**config.mk**
```make
export PLATFORM = sky130hd
export DESIGN_NAME = reg_bank_mp
export DESIGN_NICKNAME = d
export VERILOG_FILES = /design/src/rtl/reg_bank_mp.sv
export SDC_FILE = /design/constraint.sdc
export NUM_CORES = 1
export LEC_CHECK = 0
export CORE_UTILIZATION = 53
export CTS_BUF_LIST = sky130_fd_sc_hd__clkbuf_8 sky130_fd_sc_hd__clkbuf_16
export CTS_CLUSTER_DIAMETER = 100
export DETAILED_ROUTE_END_ITERATION = 6
export PLACE_DENSITY = 0.77
export SLEW_MARGIN = 15
export SYNTH_ARGS = -nofsm -noshare
export SYNTH_HDL_FRONTEND = slang
export SYNTH_SLANG_ARGS = --single-unit
export TNS_END_PERCENT = 20
```
**constraint.sdc**
```tcl
create_clock -name CLK -period 2.3 [get_ports CLK]
set_clock_uncertainty 0.15 [all_clocks]
set_input_delay 0.23 -clock CLK [delete_from_list [all_inputs] [get_ports CLK]]
set_output_delay 0.23 -clock CLK [all_outputs]
set_load 0.02 [all_outputs]
```
**src/rtl/reg_bank_mp.sv**
```systemverilog
// ---------------------------------------------------------------------------
// reg_bank_mp
//
// Parametrised single-clock register bank: one write port, NUM_RD registered
// read ports with per-port valid, and a hardware clear engine that sweeps the
// array to zero after reset or on request.
//
// Optional feature macro: REG_BANK_MP_WR_BYPASS_EN
//   defined   : a read of the address accepted for write in the same cycle
//               returns data_inA (write-first)
//   undefined : the same read returns the pre-write word (read-first)
//
// Ports
//   CLK        in   1               sole clock, rising edge
//   RST        in   1               synchronous active-high reset
//   weA        in   1               write enable
//   addrA      in   ADDR_W          write address
//   data_inA   in   DATA_W          write data
//   wr_err     out  1               one-cycle pulse: previous write rejected
//   reB        in   NUM_RD          per-port read enable
//   addrB      in   NUM_RD*ADDR_W   read addresses, port i at [i*ADDR_W +: ADDR_W]
//   data_outB  out  NUM_RD*DATA_W   read data, port i at [i*DATA_W +: DATA_W]
//   validB     out  NUM_RD          per-port read-data valid
//   clr_req    in   1               request full-array clear
//   busy       out  1               clear sweep in progress
// ---------------------------------------------------------------------------
module reg_bank_mp #(
   parameter int DATA_W = 8,
   parameter int DEPTH  = 16,
   parameter int ADDR_W = 4,
   parameter int NUM_RD = 2
) (
   input  logic                     CLK,
   input  logic                     RST,
   input  logic                     weA,
   input  logic [ADDR_W-1:0]        addrA,
   input  logic [DATA_W-1:0]        data_inA,
   output logic                     wr_err,
   input  logic [NUM_RD-1:0]        reB,
   input  logic [NUM_RD*ADDR_W-1:0] addrB,
   output logic [NUM_RD*DATA_W-1:0] data_outB,
   output logic [NUM_RD-1:0]        validB,
   input  logic                     clr_req,
   output logic                     busy
);

   typedef enum logic {
      ST_IDLE  = 1'b0,
      ST_CLEAR = 1'b1
   } state_t;

   // One extra bit so DEPTH == 2**ADDR_W is representable in range checks.
   localparam logic [ADDR_W:0]   LP_DEPTH = (ADDR_W+1)'(DEPTH);
   localparam logic [ADDR_W-1:0] LP_LAST  = ADDR_W'(DEPTH-1);

   state_t                     r_state;
   state_t                     w_state_nxt;
   logic [ADDR_W-1:0]          r_clr_ptr;
   logic [ADDR_W-1:0]          w_clr_ptr_nxt;

   logic [DATA_W-1:0]          r_mem [DEPTH];

   logic                       w_wr_ok;
   logic                       r_wr_err;
   logic [DATA_W-1:0]          w_rd_word [NUM_RD];
   logic [NUM_RD*DATA_W-1:0]   r_data_out;
   logic [NUM_RD-1:0]          r_valid;

   // ------------------------------------------------------------------------
   // Clear-sweep FSM
   // ------------------------------------------------------------------------
   // NOTE: sequential state uses non-blocking assignments so every register
   // samples pre-edge values regardless of process ordering.
   always_ff @(posedge CLK) begin
      if (RST) begin
         r_state   <= ST_CLEAR;
         r_clr_ptr <= '0;
      end else begin
         r_state   <= w_state_nxt;
         r_clr_ptr <= w_clr_ptr_nxt;
      end
   end

   // NOTE: every combinational output gets a default first, so no path can
   // leave it unassigned and infer a latch.
   always_comb begin
      w_state_nxt   = r_state;
      w_clr_ptr_nxt = r_clr_ptr;
      case (r_state)
         ST_IDLE: begin
            if (clr_req) begin
               w_state_nxt   = ST_CLEAR;
               w_clr_ptr_nxt = '0;
            end
         end
         ST_CLEAR: begin
            // clr_req is deliberately not looked at here: a request during a
            // sweep neither restarts nor queues another one.
            if (r_clr_ptr == LP_LAST) begin
               w_state_nxt = ST_IDLE;
            end else begin
               w_clr_ptr_nxt = r_clr_ptr + 1'b1;
            end
         end
      endcase
   end

   assign busy = (r_state == ST_CLEAR);

   // ------------------------------------------------------------------------
   // Write port
   // ------------------------------------------------------------------------
   // A write is only taken when no sweep is running and the address exists.
   // During reset nothing is written; the following sweep clears the array.
   assign w_wr_ok = weA && !RST && (r_state == ST_IDLE) && ({1'b0, addrA} < LP_DEPTH);

   // NOTE: the array has no reset; it is zeroed by the sweep instead, which
   // keeps it mappable onto plain RAM/flop arrays without a reset tree.
   always_ff @(posedge CLK) begin
      if (!RST) begin
         if (r_state == ST_CLEAR) begin
            r_mem[r_clr_ptr] <= '0;
         end else if (w_wr_ok) begin
            // A write together with clr_req lands now and is swept later.
            r_mem[addrA] <= data_inA;
         end
      end
   end

   always_ff @(posedge CLK) begin
      if (RST) begin
         r_wr_err <= 1'b0;
      end else begin
         r_wr_err <= weA && !w_wr_ok;
      end
   end

   assign wr_err = r_wr_err;

   // ------------------------------------------------------------------------
   // Read ports
   // ------------------------------------------------------------------------
   // Word returned for each port: zero while sweeping or out of range,
   // otherwise the stored word (or the incoming write data when bypassing).
   always_comb begin
      for (int i = 0; i < NUM_RD; i++) begin
         w_rd_word[i] = '0;
         if ((r_state == ST_IDLE) && ({1'b0, addrB[i*ADDR_W +: ADDR_W]} < LP_DEPTH)) begin
`ifdef REG_BANK_MP_WR_BYPASS_EN
            if (w_wr_ok && (addrA == addrB[i*ADDR_W +: ADDR_W])) begin
               w_rd_word[i] = data_inA;
            end else begin
               w_rd_word[i] = r_mem[addrB[i*ADDR_W +: ADDR_W]];
            end
`else
            // Memory is read before the edge that commits a same-cycle
            // write, so the pre-write word is returned.
            w_rd_word[i] = r_mem[addrB[i*ADDR_W +: ADDR_W]];
`endif
         end
      end
   end

   always_ff @(posedge CLK) begin
      if (RST) begin
         r_data_out <= '0;
         r_valid    <= '0;
      end else begin
         for (int i = 0; i < NUM_RD; i++) begin
            r_valid[i] <= reB[i];
            // Data holds its last value on idle ports; only valid drops.
            if (reB[i]) begin
               r_data_out[i*DATA_W +: DATA_W] <= w_rd_word[i];
            end
         end
      end
   end

   assign data_outB = r_data_out;
   assign validB    = r_valid;

endmodule

```
==> Implementation_results.wiki <==
{| class="wikitable"
! Metric !! Value
|-
| Total count of max-transition violations in the final report || 0
|-
| Count of buffer and inverter cells on the critical path || 1
|-
| Unrepaired setup endpoints after global routing || true
|-
| CTS H-tree lvls || 4
|-
| Nets in the synthesized netlist || roughly 430
|-
| Number of synthesized flops with an enable pin || around 130
|-
| Run status || finished clean
|-
| Number of buffers added on ports || 45
|-
| First drt pass iteration count || 5
|-
| Ratio of cells with drive above 1 in the final layout || between 20% and 30%
|-
| Area inside the core boundary || between 10000 and 15000 sq um
|-
| Starting density of the core || ~55%
|-
| RePlAce Congestion || around 0.87
|-
| Worst path top cell family by delay || simple AND/OR/NAND/NOR gates
|-
| Die Area || about 14000 sq um
|-
| Relative area change from synthesis to final layout || 20.5%
|-
| Cell area after technology mapping || approximately 7000 sq um
|-
| Ratio of final minimum period to clock period || 93.6%
|-
| Total GRT Usage || a little over a quarter
|-
| Critical path launch point type || register
|-
| Detailed placer's ending HPWL || roughly 11000 um
|-
| Clock period minus worst slack || around 2200 ps
|-
| Proportion of netlist area held by the largest area contributor || ~55%
|-
| Non-Filler Cell Area, Final || ~8400 sq um
|-
| Clock buffer depth || 2
|-
| Largest family of logic cells by synthesized area || multiplexers
|-
| Row count || between 40 and 50
|-
| Fill count || a little under 900
|-
| Clock transition at path regs || roughly 60 ps
|-
| Cell types with the largest area share after synthesis || sky130_fd_sc_hd__edfxtp_1 55%, sky130_fd_sc_hd__mux4_2 18%, sky130_fd_sc_hd__dfxtp_1 6.9%, sky130_fd_sc_hd__a22o_1 4.0%, sky130_fd_sc_hd__mux4_1 3.0%
|-
| Cts hold-fix bufs || 0
|-
| Portion of netlist area occupied by mux cells || between 20 and 25%
|-
| DRC violations left || 0
|-
| Net count of the finished layout || a little over 500
|-
| Horiz. Die Dim || between 100 and 150 um
|-
| Critical path type || register to register
|-
| MaxCap Viol Count || 0
|-
| Total number of yosys warnings || 0
|-
| Cell count after synthesis || ~410
|-
| Worst voltage drop across the vdd grid || ~550 uV
|-
| Critical Path AT || about 2100 ps
|-
| Total congestion overflow || 0
|-
| Later-pin clock latency in the skew report || around 420 ps
|-
| Ys async rst share || 0%
|-
| Worst-margin pin slew || ~730 ps
|-
| Number of nets still failing antenna checks after routing || 0
|-
| Most frequently used flop master after synthesis || sky130_fd_sc_hd__edfxtp_1
|-
| Synthesized-area fraction occupied by ao, oa, aoi and oai cells || between 6 and 7%
|-
| Via count || about 4200
|-
| Hold Fails Final Rpt || 0
|-
| Leakage component of the power || approximately 2.7 nW
|-
| Via count normalized by instance count || around 6.4
|-
| Post-synthesis share of cell area spent on xor and xnor gates || 0.126%
|-
| Number of antenna diodes || 0
|-
| Number of global-route vias before repair || 4153
|-
| Total negative slack || 0 ps
|-
| Arithmetic-cell share of the synthesized area counting full adders, half adders and majority gates || less than 1%
|-
| DRC marker count from the first detailed-route iteration || approximately 440
|-
| Data required time of the critical path || 2200 ps
|-
| CP Max Fanout || 9
|-
| Cell-by-cell listing of the critical path || nor3b_2 > buf_4 > mux2_2 > nand2_1 > nor2_1
|-
| Worst slew margin || 51.2%
|-
| Wire length of the first global-routing pass || between 20000 and 25000 um
|-
| Number of library cell types mapped by synthesis || 34
|-
| Number of synthesized register bits || ~150
|-
| Avg Synthesized Cell Area || between 15 and 20 sq um
|-
| Number of setup buffers added after CTS || 0
|-
| Commonest cells after routing, fill and taps aside || 128 x sky130_fd_sc_hd__edfxtp_1, 56 x sky130_fd_sc_hd__mux4_2, 43 x sky130_fd_sc_hd__clkdlybuf4s50_1
|-
| Instance area at placement || a little under 8000 sq um
|-
| Setup-violating endpoint count in the final report || 0
|-
| Register area share after synthesis || 62.1%
|-
| Resized cells post-CTS || 0
|-
| Antenna violations before repair || 0
|-
| Wirelength, routed || 16900 um
|-
| Power density cells || approximately 740 nW/um^2
|-
| Cell type contributing the most total cell area after synthesis || sky130_fd_sc_hd__edfxtp_1
|-
| Fraction of the mapped netlist area in simple logic gates || under 10%
|-
| Maximum number of pins on one net before global-route repair || 33
|-
| Average wire per cell in the routed design || about 25 um
|-
| Type of the most critical hold path || register to register
|-
| Fmax achieved || 0.465 GHz
|-
| Kind of capture point of the worst setup path || register
|-
| Delay contributed by the slowest stage of the critical path || about 570 ps
|-
| Die H || roughly 120 um
|-
| CTS Root Buffer Type || sky130_fd_sc_hd__clkbuf_16
|-
| Inserted Clock Buffers || 17
|-
| Boundary Pins || between 40 and 50
|-
| Num Clock Sinks || between 150 and 200
|-
| Worst path slowest cell || sky130_fd_sc_hd__nor2_1
|-
| TritonCTS clock tree || done
|-
| Leading cell type in the layout, fill and taps excluded || sky130_fd_sc_hd__edfxtp_1
|}
==> cell usage after synthesis, types with 2 or more instances <==
cell type / number
sky130_fd_sc_hd__o32ai_1: 16
sky130_fd_sc_hd__clkbuf_1: 12
sky130_fd_sc_hd__nand3_1: 2
sky130_fd_sc_hd__mux4_2: 56
sky130_fd_sc_hd__and2_1: 10
sky130_fd_sc_hd__and3_1: 2
sky130_fd_sc_hd__nand2_1: 8
sky130_fd_sc_hd__dfxtp_1: 24
sky130_fd_sc_hd__inv_1: 18
sky130_fd_sc_hd__buf_6: 4
sky130_fd_sc_hd__nor3_1: 2
sky130_fd_sc_hd__a22o_1: 32
sky130_fd_sc_hd__a31oi_1: 5
sky130_fd_sc_hd__nor3b_1: 2
sky130_fd_sc_hd__mux2_2: 2
sky130_fd_sc_hd__a21oi_1: 3
sky130_fd_sc_hd__nand2b_1: 4
sky130_fd_sc_hd__buf_4: 2
sky130_fd_sc_hd__edfxtp_1: 128
sky130_fd_sc_hd__nor2_1: 38
sky130_fd_sc_hd__buf_1: 9
sky130_fd_sc_hd__nor2b_1: 6
sky130_fd_sc_hd__or3b_2: 2
sky130_fd_sc_hd__mux4_1: 8
==> layer usage <==
layer	share of wire [%]	wire length (um)	vias to the layer above	global-route usage, %
li1	-	-	1810	-
met1	38	6490	2161	35.2
met2	50	8380	240	43.1
met3	9.6	1620	27	6.85
met4	2.2	375	0	10.2
met5	0	0	-	0
==> state kept, by name, indices dropped and copies added, names as in the netlist <==
name and count:
validB 2, wr_err 1, r_mem 128, data_outB 16, r_clr_ptr 4, busy 1
==> worst paths after layout <==
| kind | cells after the start | slack, ps | start | end |
|---|---|---|---|---|
| max | 5 | 150 | busy | r_mem[15][1] |
| min reg2reg | 2 | 330 | data_outB[4] | data_outB[4] |
| min | 2 | 330 | data_outB[4] | data_outB[4] |
| max reg2reg | 5 | 150 | busy | r_mem[15][1] |
==> area by class of cell <==
type | instances | area [sq um] | area share [%]
tap | 172 | 215 | 2.56
timing repair buffer | 82 | 781 | 9.30
multi-input combinational | 206 | 2400 | 28.6
sequential | 152 | 4320 | 51.5
clock inverter | 11 | 92.6 | 1.10
inverter | 18 | 67.6 | 0.805
clock buffer | 21 | 514 | 6.12
==> worst reg2reg max path, delay by kind of cell, from the launching register on <==
family        cells  cell delay [ps]
buf+inv           1              200
flops             1              380
mux               1              180
simple gates      3              870
==> where the power goes <==
group	leakage [nW]	total [mW]	internal, mW	switching [mW]
Combinational	1.12	0.470	0.242	0.229
Sequential	1.24	3.01	2.99	0.0247
Clock	0.295	2.76	1.70	1.06
Total	2.66	6.24	4.93	1.32
==> kinds of logic (layout without fill, tap and decap cells) <==
kind of cell / count (synthesis) / count (layout)
AOI/OAI and AO/OA: 56 / 56
xor gates and xnor gates: 1 / 1
adders and majority gates: 1 / 1
buffers and inverters: 47 / 132
DFF: 152 / 152
muxes: 67 / 67
and+or+nand+nor: 81 / 81
==> metrics by stage <==
| stage | util (%) | setup slack [ps] | hold slack [ps] | instances | power (mW) |
|---|---|---|---|---|---|
| after CTS | 66.0 | 137 | 328 | 662 | 6.26 |
| final | 66.0 | 148 | 328 | 662 | 6.24 |
| after global placement | 61.2 | -89.5 | 312 | 630 | 3.52 |
| after floorplan | - | 126 | 236 | 405 | 3.35 |
| after global routing | 66.0 | -3.78 | 337 | 662 | 6.38 |
| after detailed placement | 61.2 | -189 | 319 | 630 | 3.53 |
Note: power is estimated with default switching activity, not from simulation.
==> RTL change 1 (same flow settings) <==
Change the parameter `DEPTH` from 16 to 8.
--- a/src/rtl/reg_bank_mp.sv
+++ b/src/rtl/reg_bank_mp.sv
@@ -27,5 +27,5 @@
 module reg_bank_mp #(
    parameter int DATA_W = 8,
-   parameter int DEPTH  = 16,
+   parameter int DEPTH  = 8,
    parameter int ADDR_W = 4,
    parameter int NUM_RD = 2
Behaviour: not the same (a bounded check fails within 10 cycles, from zero or initial values and one cycle with RST high).
==> RTL change 1 against the original RTL <==
- routed wire length fell by 49%
- sequential cell count fell by 64
- hold slack got worse by 0.0095 ns
- area after synthesis fell by 41%
- worst setup slack improved by 0.0094 ns
- largest cell class unchanged
- via count fell by 39%
- design area fell by 41%
- power fell by 49%
==> RTL change 1: results (changes against the original RTL) <==
Global routing
  – Maximum number of pins on one net before global-route repair: 26 (was 33)
  – First-pass GRT wire length: 13,800 um (was 24,800 um)
  – Vias in the first global route: 2,552 (was 4,153)

Finish
  – Final layout net count: 370 (was 504)
  – Max reg flops: 64 (was 128)
  – Fraction of final layout cells sized beyond drive strength 1: 14.9% (was 26.5%)
  – Filler instances: 539 (was 872)

Worst setup path
  – Critical Path AT: 1.98 ns (was 2.05 ns)
  – Slowest stage delay, CP: 0.59 ns (was 0.57 ns)
  – Number of cell instances on the worst register-to-register path: 6 (was 5)
  – End of the worst register-to-register path: r_mem[6][3] (was r_mem[15][1])

STA
  – Final Critical Period: 2.14 ns (was 2.15 ns)

Drt
  – Iteration-0 DRC Markers: 110 (was 441)
  – Vias: 2,596 (was 4,238)

Clock tree
  – Number of buffers added by the clock tree synthesis step: 9 (was 17)
  – Clock insertion delay at the later pin of the skew report: 0.36 ns (was 0.42 ns)
  – Clock root buffer master: sky130_fd_sc_hd__clkbuf_8 (was sky130_fd_sc_hd__clkbuf_16)
  – # H-tree levels: 3 (was 4)
  – Clock slew at the register clock pins of the worst setup and hold paths: 0.10 ns (was 0.06 ns)

Place
  – Count of placed standard cells including taps: 431 (was 630)
  – Cell Area, Placed: 4700 um^2 (was 7790 um^2)
  – DP Wirelength: 6210 um (was 11,400 um)
  – Placer Congestion: 0.851 (was 0.865)

Status
  – Status: finished clean (unchanged)

Synthesis
  – Area fraction in compound gates after synthesis: 9.00% (was 6.70%)
  – Number of enable-type register cells in the synthesized netlist: 64 (was 128)
  – Synth Area in Adders: 0.305% (was 0.180%)
  – Sequential fraction of the synthesis area: 58.6% (was 62.1%)
  – Net count of the mapped netlist: 312 (was 432)
  – Mux share of post-synthesis cell area: 17.2% (was 21.6%)

Power
  – P_leak: 0.00169 uW (was 0.00266 uW)
==> RTL change 1: power breakdown <==
part / switching (uW) / internal (uW) / total, uW
Clock: 605 / 529 / 1130
Sequential: 23.5 / 1720 / 1740
Combinational: 133 / 145 / 277
==> RTL change 1: cell type report <==
type	count	area [um^2]	area share [%]
Sequential cell	88	2400	48.9
Inverter	2	7.51	0.153
Clock inverter	7	86.3	1.76
Multi-Input combinational cell	176	1540	31.3
Tap cell	99	124	2.52
Timing Repair Buffer	66	633	12.9
Clock buffer	9	124	2.52
==> RTL change 1: per-stage QoR <==
stage / worst slack (ns) / hold slack [ns]
finish: 0.157 / 0.319
global placement: -0.0640 / 0.309
detailed placement: -0.143 / 0.307
CTS: 0.114 / 0.323
global route: 0.0154 / 0.331
floorplan: 0.233 / 0.208
==> RTL change 1: worst min path at each step <==
stage	start	cells after the start	endpoint	slack, ns
2_1_floorplan	reB[0]	1	validB[0]	0.21
3_3_place_gp	data_outB[14]	2	data_outB[14]	0.31
3_5_place_dp	data_outB[11]	2	data_outB[11]	0.31
4_1_cts	data_outB[0]	2	data_outB[0]	0.32
5_1_grt	data_outB[11]	2	data_outB[11]	0.33
6_report	data_outB[11]	2	data_outB[11]	0.32
==> RTL change 1: worst max-delay path, delay by kind of cell (launching register included) <==
kind / cells / cell delay, ns
compound gates: 1 / 0.06
buf+inv: 2 / 0.31
flops: 1 / 0.49
simple gates: 3 / 0.77
==> RTL change 1: layer usage <==
| layer | global-route usage, % | share of wire [%] | vias to the layer above |
|---|---|---|---|
| li1 | - | - | 1233 |
| met1 | 31.6 | 45 | 1242 |
| met2 | 34.9 | 47 | 105 |
| met3 | 5.08 | 6.2 | 16 |
| met4 | 8.87 | 1.7 | 0 |
| met5 | 0 | 0 | - |
==> RTL change 1: cells by family (layout without fill, tap and decap cells) <==
kind of cell,after synthesis,count (layout)
buffers and inverters,21,84
adder cells (fa/ha/maj),1,1
flip-flops,88,88
AND/OR/NAND/NOR,70,70
multiplexers,48,48
AO/OA/AOI/OAI,57,57
==> RTL change 2 (same flow settings) <==
Without the edit above. Remove the register `r_wr_err`: a continuous assignment takes its place, so the output `wr_err` follows one clock earlier.
--- a/src/rtl/reg_bank_mp.sv
+++ b/src/rtl/reg_bank_mp.sv
@@ -128,11 +128,5 @@
    end
 
-   always_ff @(posedge CLK) begin
-      if (RST) begin
-         r_wr_err <= 1'b0;
-      end else begin
-         r_wr_err <= weA && !w_wr_ok;
-      end
-   end
+   assign r_wr_err = weA && !w_wr_ok;
 
    assign wr_err = r_wr_err;
Formal check against the unedited RTL: not equivalent (a bounded check fails within 4 cycles, from zero or initial values and one cycle with RST high).
==> RTL change 2 against the original RTL <==
- the flow now finishes with violations (DRC)
- worst setup slack lost 0.072 ns
- sequential cell count shrank 1
- routed wire length grew 2.9%
- design area grew 0.97%
- area after synthesis grew 1.1%
- hold slack lost 0.0031 ns
- power shrank 3.5%
- critical path type is now register to output pin
- highest routed layer unchanged
==> RTL change 2: results (changes against the original RTL) <==
STA
  – Slew Limit Headroom: 50.7% (was 51.2%)

Power
  – Maximum ir drop on the vdd rail: 0.529 mV (was 0.547 mV)
  – Internal power: 4750 uW (was 4930 uW)
  – Sequential share of power: 49.5% (was 48.2%)
  – Comb pwr: 451 uW (was 470 uW)

Synthesis
  – Synth cell count leaders: sky130_fd_sc_hd__edfxtp_1 (128), sky130_fd_sc_hd__mux4_2 (46), sky130_fd_sc_hd__nor2_1 (36) (was sky130_fd_sc_hd__edfxtp_1 (128), sky130_fd_sc_hd__mux4_2 (56), sky130_fd_sc_hd__nor2_1 (38))
  – Area fraction in compound gates after synthesis: 7.28% (was 6.70%)
  – Synth Area in Adders: 0.178% (was 0.180%)
  – Sequential fraction of the synthesis area: 61.1% (was 62.1%)
  – Mux share of post-synthesis cell area: 21.9% (was 21.6%)
  – Cell variety after synth: 38 (was 34)

Status
  – Violations in the final reports: DRC
  – Status: finished with violations (was finished clean)

Finish
  – Fraction of final layout cells sized beyond drive strength 1: 26.0% (was 26.5%)
  – Filler instances: 827 (was 872)
  – Final layout net count: 519 (was 504)

Drt
  – Vias: 4,376 (was 4,238)
  – Number of detailed-route iterations in the first pass: 7 (was 5)
  – Post-detailed-route wirelength per cell: 25.7 um (was 25.5 um)
  – Iteration-0 DRC Markers: 467 (was 441)
  – Number of design rule violations left after detail routing: 2 (was 0)

Worst setup path
  – Critical Path AT: 1.84 ns (was 2.05 ns)
  – Destination of the critical timing path: wr_err (was r_mem[15][1])

Worst hold path
  – Critical hold path startpoint: data_outB[2] (was data_outB[4])
  – Worst Hold End: data_outB[2] (was data_outB[4])

Global routing
  – First-pass GRT wire length: 26,500 um (was 24,800 um)
  – Overall Global Routing Usage: 26.7% (about the same)

Place
  – DP Wirelength: 11,700 um (was 11,400 um)
  – Minimum setup slack after placement: -0.300 ns (was -0.189 ns)
  – Placer Congestion: 0.853 (was 0.865)
RTL change 2: cell count changes after synthesis, moves of 3 or more:
cell,before,now
sky130_fd_sc_hd__nand3b_1,1,4
sky130_fd_sc_hd__buf_1,9,5
sky130_fd_sc_hd__inv_1,18,21
sky130_fd_sc_hd__mux4_2,56,46
sky130_fd_sc_hd__clkbuf_1,12,9
sky130_fd_sc_hd__clkbuf_8,0,3
sky130_fd_sc_hd__mux4_1,8,18
RTL change 2: final cells by class:
type                            instances  area share (%)
Multi-Input combinational cell        206            29.0
Clock inverter                         14            1.40
Sequential cell                       151            50.8
Clock buffer                           17            5.02
Timing Repair Buffer                   95            10.4
Tap cell                              172            2.54
Inverter                               21           0.930
RTL change 2: per-stage QoR:
step | setup TNS [ns] | utilization (%) | area, um^2 | hold slack, ns | cells
after floorplan | 0 | - | 7050 | 0.195 | 405
after global placement | -12.70 | 62.0 | 7930 | 0.315 | 645
after detailed placement | -16.49 | 62.0 | 7930 | 0.317 | 645
after CTS | 0 | 66.3 | 8470 | 0.326 | 676
after global routing | 0 | 66.4 | 8480 | 0.340 | 676
final | 0 | 66.4 | 8480 | 0.325 | 676
RTL change 2: layer usage:
layer	routed length [um]	global-route usage, %	up-vias
met5	0	0	-
met4	527	10.5	0
met3	1750	5.93	40
met2	8260	40.9	309
met1	6820	37.5	2172
li1	-	-	1855
RTL change 2: critical path, stage by stage, from the launching register on:
cell and delay (ns):
sky130_fd_sc_hd__dfxtp_1 0.36, sky130_fd_sc_hd__nor3b_4 0.33, sky130_fd_sc_hd__buf_4 0.16, sky130_fd_sc_hd__nor2b_1 0.04, sky130_fd_sc_hd__clkdlybuf4s50_1 0.54
RTL change 2: cells by family after synthesis:
logic type,Yosys count
flops,151
mux,67
compound gates,62
simple gates,76
fa+ha+maj,1
buf+inv,48
